`src/rtl/lcd_fill_ctrl.sv`:
```
// ---------------------------------------------------------------------------
// lcd_fill_ctrl
//
// Rectangle-fill engine and access arbiter in front of the SPI LCD block.
// On a valid start it issues, one load at a time and paced by lcdBusy:
//   C 0x2A, D16 x0, D16 x1, C 0x2B, D16 y0, D16 y1, C 0x2C,
// then D16 color once per pixel (W*H times). While idle, CPU strobes and data
// pass straight through to the LCD.
//
// Ports
//   clk, reset                 clock, asynchronous active-high reset
//   start, abort               fill request (coords sampled same edge), stop
//   x0, x1, y0, y1 [CW]        inclusive rectangle corners
//   color [16]                 RGB565 fill value
//   busy, done, err            engine owns LCD / fill-complete / rejected pulses
//   cpu_loadC/D8/D16, cpu_in   CPU-side LCD strobes and data
//   lcd_busy                   LCD shift in progress
//   lcd_loadC/D8/D16, lcd_in   strobes and data to the LCD
// ---------------------------------------------------------------------------
module lcd_fill_ctrl #(
    parameter int CW = 9
) (
    input  logic          clk,
    input  logic          reset,
    input  logic          start,
    input  logic          abort,
    input  logic [CW-1:0] x0,
    input  logic [CW-1:0] x1,
    input  logic [CW-1:0] y0,
    input  logic [CW-1:0] y1,
    input  logic [15:0]   color,
    output logic          busy,
    output logic          done,
    output logic          err,
    input  logic          cpu_loadC,
    input  logic          cpu_loadD8,
    input  logic          cpu_loadD16,
    input  logic [15:0]   cpu_in,
    input  logic          lcd_busy,
    output logic          lcd_loadC,
    output logic          lcd_loadD8,
    output logic          lcd_loadD16,
    output logic [15:0]   lcd_in
);

    typedef enum logic [1:0] {
        IDLE  = 2'd0,
        SETUP = 2'd1,
        PIXEL = 2'd2,
        ERR   = 2'd3
    } stateT;

    stateT         stateReg,  stateNext;
    logic [2:0]    stepReg,   stepNext;
    logic [CW-1:0] colReg,    colNext;
    logic [CW-1:0] rowReg,    rowNext;
    logic [CW-1:0] x0Reg,     x0Next;
    logic [CW-1:0] x1Reg,     x1Next;
    logic [CW-1:0] y0Reg,     y0Next;
    logic [CW-1:0] y1Reg,     y1Next;
    logic [15:0]   colorReg,  colorNext;
    logic          ldCReg,    ldCNext;
    logic          ldD16Reg,  ldD16Next;
    logic [15:0]   dataReg,   dataNext;
    logic          lastReg,   lastNext;
    logic          doneReg,   doneNext;

    logic          canIssue;
    logic          cpuAny;

    function automatic logic [15:0] zext(input logic [CW-1:0] v);
        logic [15:0] r;
        r        = '0;
        r[CW-1:0] = v;
        return r;
    endfunction

    always_ff @(posedge clk or posedge reset) begin
        if (reset) begin
            stateReg <= IDLE;
            stepReg  <= '0;
            colReg   <= '0;
            rowReg   <= '0;
            x0Reg    <= '0;
            x1Reg    <= '0;
            y0Reg    <= '0;
            y1Reg    <= '0;
            colorReg <= '0;
            ldCReg   <= 1'b0;
            ldD16Reg <= 1'b0;
            dataReg  <= '0;
            lastReg  <= 1'b0;
            doneReg  <= 1'b0;
        end else begin
            stateReg <= stateNext;
            stepReg  <= stepNext;
            colReg   <= colNext;
            rowReg   <= rowNext;
            x0Reg    <= x0Next;
            x1Reg    <= x1Next;
            y0Reg    <= y0Next;
            y1Reg    <= y1Next;
            colorReg <= colorNext;
            ldCReg   <= ldCNext;
            ldD16Reg <= ldD16Next;
            dataReg  <= dataNext;
            lastReg  <= lastNext;
            doneReg  <= doneNext;
        end
    end

    always_comb begin
        stateNext = stateReg;
        stepNext  = stepReg;
        colNext   = colReg;
        rowNext   = rowReg;
        x0Next    = x0Reg;
        x1Next    = x1Reg;
        y0Next    = y0Reg;
        y1Next    = y1Reg;
        colorNext = colorReg;
        ldCNext   = 1'b0;
        ldD16Next = 1'b0;
        dataNext  = dataReg;
        lastNext  = lastReg;
        doneNext  = 1'b0;

        // A strobe that is visible right now has not yet raised lcd_busy, so
        // it also blocks the next issue. lastReg holds off issue while the
        // final pixel strobe is on the wire.
        canIssue = !lcd_busy && !ldCReg && !ldD16Reg && !lastReg;
        cpuAny   = cpu_loadC || cpu_loadD8 || cpu_loadD16;

        case (stateReg)
            IDLE: begin
                if (start) begin
                    if ((x1 < x0) || (y1 < y0)) begin
                        stateNext = ERR;
                    end else begin
                        x0Next    = x0;
                        x1Next    = x1;
                        y0Next    = y0;
                        y1Next    = y1;
                        colorNext = color;
                        colNext   = x0;
                        rowNext   = y0;
                        stepNext  = 3'd0;
                        stateNext = SETUP;
                        // Issue the first command on the start edge when the
                        // LCD is free and the CPU is not loading this cycle;
                        // otherwise step 0 waits for lcd_busy in SETUP.
                        if (!lcd_busy && !cpuAny) begin
                            ldCNext  = 1'b1;
                            dataNext = 16'h002A;
                            stepNext = 3'd1;
                        end
                    end
                end
            end

            // err is decoded from this state; busy stays low since the engine
            // never touches the LCD here.
            ERR: begin
                stateNext = IDLE;
            end

            SETUP: begin
                if (abort) begin
                    stateNext = IDLE;
                end else if (canIssue) begin
                    case (stepReg)
                        3'd0: begin ldCNext   = 1'b1; dataNext = 16'h002A;     end
                        3'd1: begin ldD16Next = 1'b1; dataNext = zext(x0Reg);  end
                        3'd2: begin ldD16Next = 1'b1; dataNext = zext(x1Reg);  end
                        3'd3: begin ldCNext   = 1'b1; dataNext = 16'h002B;     end
                        3'd4: begin ldD16Next = 1'b1; dataNext = zext(y0Reg);  end
                        3'd5: begin ldD16Next = 1'b1; dataNext = zext(y1Reg);  end
                        default: begin ldCNext = 1'b1; dataNext = 16'h002C;    end
                    endcase
                    if (stepReg >= 3'd6) begin
                        stateNext = PIXEL;
                    end else begin
                        stepNext = stepReg + 3'd1;
                    end
                end
            end

            PIXEL: begin
                if (abort) begin
                    stateNext = IDLE;
                    lastNext  = 1'b0;
                end else if (lastReg) begin
                    // Final pixel strobe is being sampled this edge.
                    stateNext = IDLE;
                    lastNext  = 1'b0;
                    doneNext  = 1'b1;
                end else if (canIssue) begin
                    ldD16Next = 1'b1;
                    dataNext  = colorReg;
                    if (colReg == x1Reg) begin
                        colNext = x0Reg;
                        if (rowReg == y1Reg) begin
                            lastNext = 1'b1;
                        end else begin
                            rowNext = rowReg + 1'b1;
                        end
                    end else begin
                        colNext = colReg + 1'b1;
                    end
                end
            end

            default: begin
                stateNext = IDLE;
            end
        endcase
    end

    // Output mux keys off the state register, so an asynchronous reset hands
    // the LCD back to the CPU without waiting for a clock edge.
    always_comb begin
        busy = (stateReg == SETUP) || (stateReg == PIXEL);
        done = doneReg;
        err  = (stateReg == ERR);
        if (stateReg == IDLE) begin
            lcd_loadC   = cpu_loadC;
            lcd_loadD8  = cpu_loadD8;
            lcd_loadD16 = cpu_loadD16;
            lcd_in      = cpu_in;
        end else begin
            lcd_loadC   = ldCReg;
            lcd_loadD8  = 1'b0;
            lcd_loadD16 = ldD16Reg;
            lcd_in      = dataReg;
        end
    end

endmodule
```
`config.mk`:
```
export PLATFORM = sky130hd
export DESIGN_NAME = lcd_fill_ctrl
export DESIGN_NICKNAME = d
export VERILOG_FILES = /design/src/rtl/lcd_fill_ctrl.sv
export SDC_FILE = /design/constraint.sdc
export NUM_CORES = 1
export LEC_CHECK = 0
export ABC_AREA = 1
export CORE_MARGIN = 2
export CORE_UTILIZATION = 49
export CTS_CLUSTER_DIAMETER = 100
export DETAILED_ROUTE_END_ITERATION = 7
export PLACE_DENSITY = 0.74
export SLEW_MARGIN = 20
export SYNTH_ARGS = -nofsm -noshare
export SYNTH_HDL_FRONTEND = slang
export SYNTH_SLANG_ARGS = --single-unit
```
`constraint.sdc`:
```
create_clock -name clk -period 3.7 [get_ports clk]
set_clock_uncertainty 0.05 [all_clocks]
set_input_delay 0.74 -clock clk [delete_from_list [all_inputs] [get_ports clk]]
set_output_delay 0.74 -clock clk [all_outputs]
set_load 0.01 [all_outputs]
```
======== Yosys cells after proc, flatten, opt, wreduce, memory -nomap -nowiden ========
Cells that the tools add are included.
operators by class
  order comparisons ....................... 3
  multiplexer cells ....................... 66
  reduce and logical (&&, ||, !) cells .... 25
  eq/ne operators ......................... 24
  bitwise logic cells ..................... 1
  add/sub/neg operators ................... 3
operators with widths
  operator             number
  $mux 16              9
  $mux 9               13
  $pmux 9 s6           1
  $pmux 16 s3          1
  $pmux 9 s2           2
  $mux 1               24
  $ne 2x2->1 const B   11
  $add 9x1->9 const B  2
  $eq 9x9->1           2
  $lt 9x9->1           2
  $mux 3               5
  $mux 2               7
  $reduce_and 6->1     2
  $ne 3x3->1 const B   3
  $reduce_and 9->1     1
  $pmux 2 s4           1
  $reduce_and 8->1     1
  $eq 3x2->1 const B   2
  $eq 3x3->1 const B   2
  $pmux 3 s2           1
  $logic_not 1->1      5
  $eq 2x2->1 const B   2
  $logic_and 1x1->1    4
  $logic_or 1x1->1     4
  other kinds (13)     15
word-level totals
  output and inout bits ................... 22
  word-level logic and storage cells ...... 136
  register bits after elaboration ......... 95

======== Depth between registers and ports, before layout ========
  depth after elaboration ................. 8
  mapped depth ............................ 14
  gate-level depth less buffers ........... 14

======== Least setup slack after synthesis ========
Ideal clock, no wire load.
  kind .................................... register to output
  from .................................... register stateReg[0]
  to ...................................... output lcd_in[10]
  buffers on the path ..................... 3
  slack ................................... 1.486 ns
  stages on the path, launching flop included .. 9
  arrival ................................. 1.424 ns
  cell sequence ........................... dfrtp_1 -> inv_1 -> ha_1 -> buf_6 -> inv_2 -> buf_2 -> buf_1 -> nand2_1 -> nand2_1
between the ends
  cells in the longest elaborated chain, start to end .. 2
RTL lines
  what                    RTL line  source
  start, declared         53        stateT stateReg, stateNext;
  start signal, assigned  95        stateReg <= stateNext;
  $logic_not 2->1         225       if (stateReg == IDLE) begin
  $mux 16                 225
  end, declared           43        output logic [15:0] lcd_in
No other way between the ends.

======== Worst setup path in the final report ========
  from .................................... register stateReg[1]
  to ...................................... output lcd_loadC
between the ends
  cells in the longest elaborated chain, start to end .. 2
RTL lines
  what             RTL line  source
  $logic_not 2->1  225
  $mux 1           225
  end, declared    40        output logic lcd_loadC,
No other way between the ends.

==> results list <==
* Outcome: completed
* Most utilized layer in the global route result: met2
* Setup slack after layout: 0.6279 ns
- WP data arrival: 2.28 ns
- Net count after synthesis: 955
- Inst Count DP: 1,098
- GR Util All Layers: 0.2423
- After clock tree synthesis, the clock-pin slew on the worst setup and hold paths is 0.07 ns.
- Summed over all nets, the half-perimeter wirelength after detailed placement is 11,740 µm.
- Counting flops and latches in the post-synthesis netlist gives 95.
* Antenna-violating nets left: 0
- Measured against its own limit, the worst slew margin works out to 0.5945.
- Library cell occupying the most area in the post-synthesis netlist: sky130_fd_sc_hd__dfrtp_1
* Final GP Congestion: 0.8976
- STA classifies the critical path endpoint as an output pin.
- Clock H-tree levels: 3
- For this design the ratio of total power to cell area is 745.6 nW/µm².
- Once layout is done, the placed cells without fillers occupy 7630 µm².
* Total via count in the routed design: 5,657
* Height of the die: 116.8 µm
- For this run, design rule violations remaining after detail routing come to 0.
* CORE AREA: 12,520 µm²
* Clock buffers created by TritonCTS: 9
- The worst hold path begins at x0Reg[2]$_DFFE_PP0P_.
- Worst setup path startpoint: stateReg[1]$_DFFE_PP0P_
* Maximum cell stage delay along the critical path: 0.55 ns
* Via-to-Cell Ratio: 5.078
- The tree is rooted in a sky130_fd_sc_hd__clkbuf_16.
- Summed over all failing endpoints, the final setup total negative slack is 0 ns.
- Cells along the critical path: inv_1 -> ha_1 -> buf_4 -> nand2_1 -> o21ai_0 -> clkdlybuf4s50_1
- GR Layer Usage met2: 0.3946
- Total Die Area: 13,630 µm²
- Buffers inserted during post-CTS setup optimization: 0
- Entering global routing, the biggest net connects 44 pins.
* Final WL: 15,660 µm
- OpenSTA, run right after detailed placement, puts the worst setup slack at 0.4642 ns.
- The number of antenna violations at the first check in global routing came to 0.
- Fraction of the yosys area taken by sequential cells: 0.3815
- Count of pins on the block boundary: 98
* Leftover overflow at the end of global routing: 0
- Total count of hold-check failures in the final report: 0
- Of the available clock period, the critical path in the final layout requires 0.8303.
- The count of pins over their slew limit is 0.
* PortBufs: 97
- Yosys Warn Count: 0
- The tightest hold path in the finished design has a slack of 0.4363 ns.
- Among all stages on the critical path, the largest delay is contributed by sky130_fd_sc_hd__clkdlybuf4s50_1.
* Wire length of the first global-routing pass: 25,590 µm
- After detailed routing, the average wire length per cell comes to 14.05 µm.
- In this run the deepest clock path goes through 2 buffers.
- The min-delay analysis places its worst path in the category register to register.
* CP required: 2.91 ns
* Max frequency: 325.5 MHz
* Total power after layout: 5.689 mW
* Number of distinct library cell variants in the gate-level netlist after synthesis: 40
* Die W: 116.8 µm
* Top fanout value on the critical path: 21
* # resized after CTS: 0
- The synthesized design contains 0 enable-type register cells.
* Drt first-iter violations: 375
* Met3 Use GR: 0.03633
- In the final layout, the share of cells above drive strength 1 is 0.1178.
* Startpoint Class: register
* Antenna diode count: 0
- The via count of the first global-routing pass came to 5,173.
* Number of clock sinks seen by CTS: 95
* Final setup violation count: 0
- Max-cap violations in this run came to 0.
- Number of instances in the synthesized netlist: 852
- Hold repair after CTS inserted 0 buffers.
* Row cnt: 41
- Launch point of the worst reg-to-reg path: stateReg[1]$_DFFE_PP0P_
- VDD sags by at most 0.0004626 V.
* Post-layout instance count excluding filler cells: 1,114
* Share of the core filled with cells in the final layout: 0.6096
- The worst path needs 3.072 ns of the cycle, external delays included.
* Number of iterations in the first detailed-routing pass: 5
* Relative area change from synthesis to final layout: 22.45%
* Leak Pwr: 3.843 nW
- TritonCTS built the clock tree.
- Final nets: 1,040
- Kind of critical path: register to output pin
- Met1 demand-to-capacity share in global routing: 0.3377
- For the pin with the worst max-slew slack, the measured transition is 0.6076 ns.
- Of all flip-flops after synthesis, the portion carrying an async set or reset was 1.000.
- Most instantiated flip-flop cell in the synthesis netlist: sky130_fd_sc_hd__dfrtp_1
* Synth top area cells: sky130_fd_sc_hd__dfrtp_1 38%, sky130_fd_sc_hd__nand2_1 18%, sky130_fd_sc_hd__inv_1 6.1%
* Post-synth top area share: 0.3815
- Mean Syn Cell Area: 7.313 µm²
- The clock reaches the later pin of the worst-skew pair after 0.35 ns.
- Unrepaired setup endpoints after global routing: no
- Effective utilization at floorplan: 0.4978
- The synthesized netlist occupies a cell area of 6231 µm².
- Area after DPL: 7306 µm²
-- flip-flops by register name, summed over array words and instances (netlist names) --
register	count
done	1
colorReg	16
y0Reg	9
y1Reg	9
colReg	9
stepReg	3
x1Reg	9
rowReg	9
x0Reg	9
lastReg	1
ldCReg	1
dataReg	16
ldD16Reg	1
stateReg	2
-- cells in the mapped netlist (all sizes together) (5+ instances only) --
master and count:
nand2 331, inv 116, dfrtp 95, o21ai 77, nand3 50, nor2 42
ha 27, a21oi 25, buf 25, nand4 16, xnor2 11, clkbuf 7
nor3 5
-- area by class of cell --
cell class	instances	area, µm²
fill	1146	4887
multi-input combinational	609	3213
sequential	95	2377
timing repair buffer	106	1064
inverter	116	436.7
clock buffer	12	246.5
tap	172	215.2
clock inverter	4	77.57
-- cell families (layout without fill, tap and decap cells) --
kind of cell / count (synthesis) / after routing / synth area share
flops: 95 / 95 / 0.3815
compound gates: 119 / 119 / 0.1177
buf+inv: 148 / 238 / 0.1028
xor+xnor: 15 / 15 / 0.02229
fa+ha+maj: 27 / 27 / 0.05422
simple gates: 448 / 448 / 0.3215
-- path summary, 6_finish.rpt --
| path | cells past startpoint | to | slack [ns] |
|---|---|---|---|
| max | 6 | lcd_loadC | 0.63 |
| min | 2 | x0Reg[2]$_DFFE_PP0P_ | 0.44 |
| max reg2reg | 12 | colReg[1]$_DFFE_PP0P_ | 1.16 |
| min reg2reg | 2 | x0Reg[2]$_DFFE_PP0P_ | 0.44 |
| max in group asynchronous | 3 | x0Reg[5]$_DFFE_PP0P_ | 2.18 |
| min in group asynchronous | 2 | rowReg[3]$_DFFE_PP0P_ | 0.59 |
-- worst max-delay path: cells and delay by family (launching register included) --
family          cells  cell delay (ns)
buf+inv             3             0.96
fa+ha+maj           1             0.43
flops               1             0.40
simple gates        1             0.07
compound gates      1             0.07
-- layer usage --
metal  vias up  routed length (µm)
met4         0                 275
met5         -                   0
li1       2860                   -
met3        22                 981
met1      2585                7153
met2       190                7245
-- cell usage in the layout (no fill, tap or decap), types with 16 or more instances in the layout --
cell type                         netlist  final
sky130_fd_sc_hd__nand2_1              304    304
sky130_fd_sc_hd__nand3_1               45     45
sky130_fd_sc_hd__ha_1                  27     27
sky130_fd_sc_hd__o21ai_1               40     40
sky130_fd_sc_hd__clkdlybuf4s50_1        0     97
sky130_fd_sc_hd__o21ai_2               16     16
sky130_fd_sc_hd__inv_1                102    101
sky130_fd_sc_hd__nand2_2               24     24
sky130_fd_sc_hd__o21ai_0               21     21
sky130_fd_sc_hd__nor2_1                32     32
sky130_fd_sc_hd__dfrtp_1               95     95
-- where the power goes --
group / switching [mW] / leakage, nW / total, mW / internal, mW
logic: 1.71 / 2.48 / 2.80 / 1.09
clock network: 0.400 / 0.157 / 1.02 / 0.615
registers: 0.420 / 1.20 / 1.87 / 1.45
total: 2.53 / 3.84 / 5.69 / 3.16
Note: power is estimated with default switching activity, not from simulation.
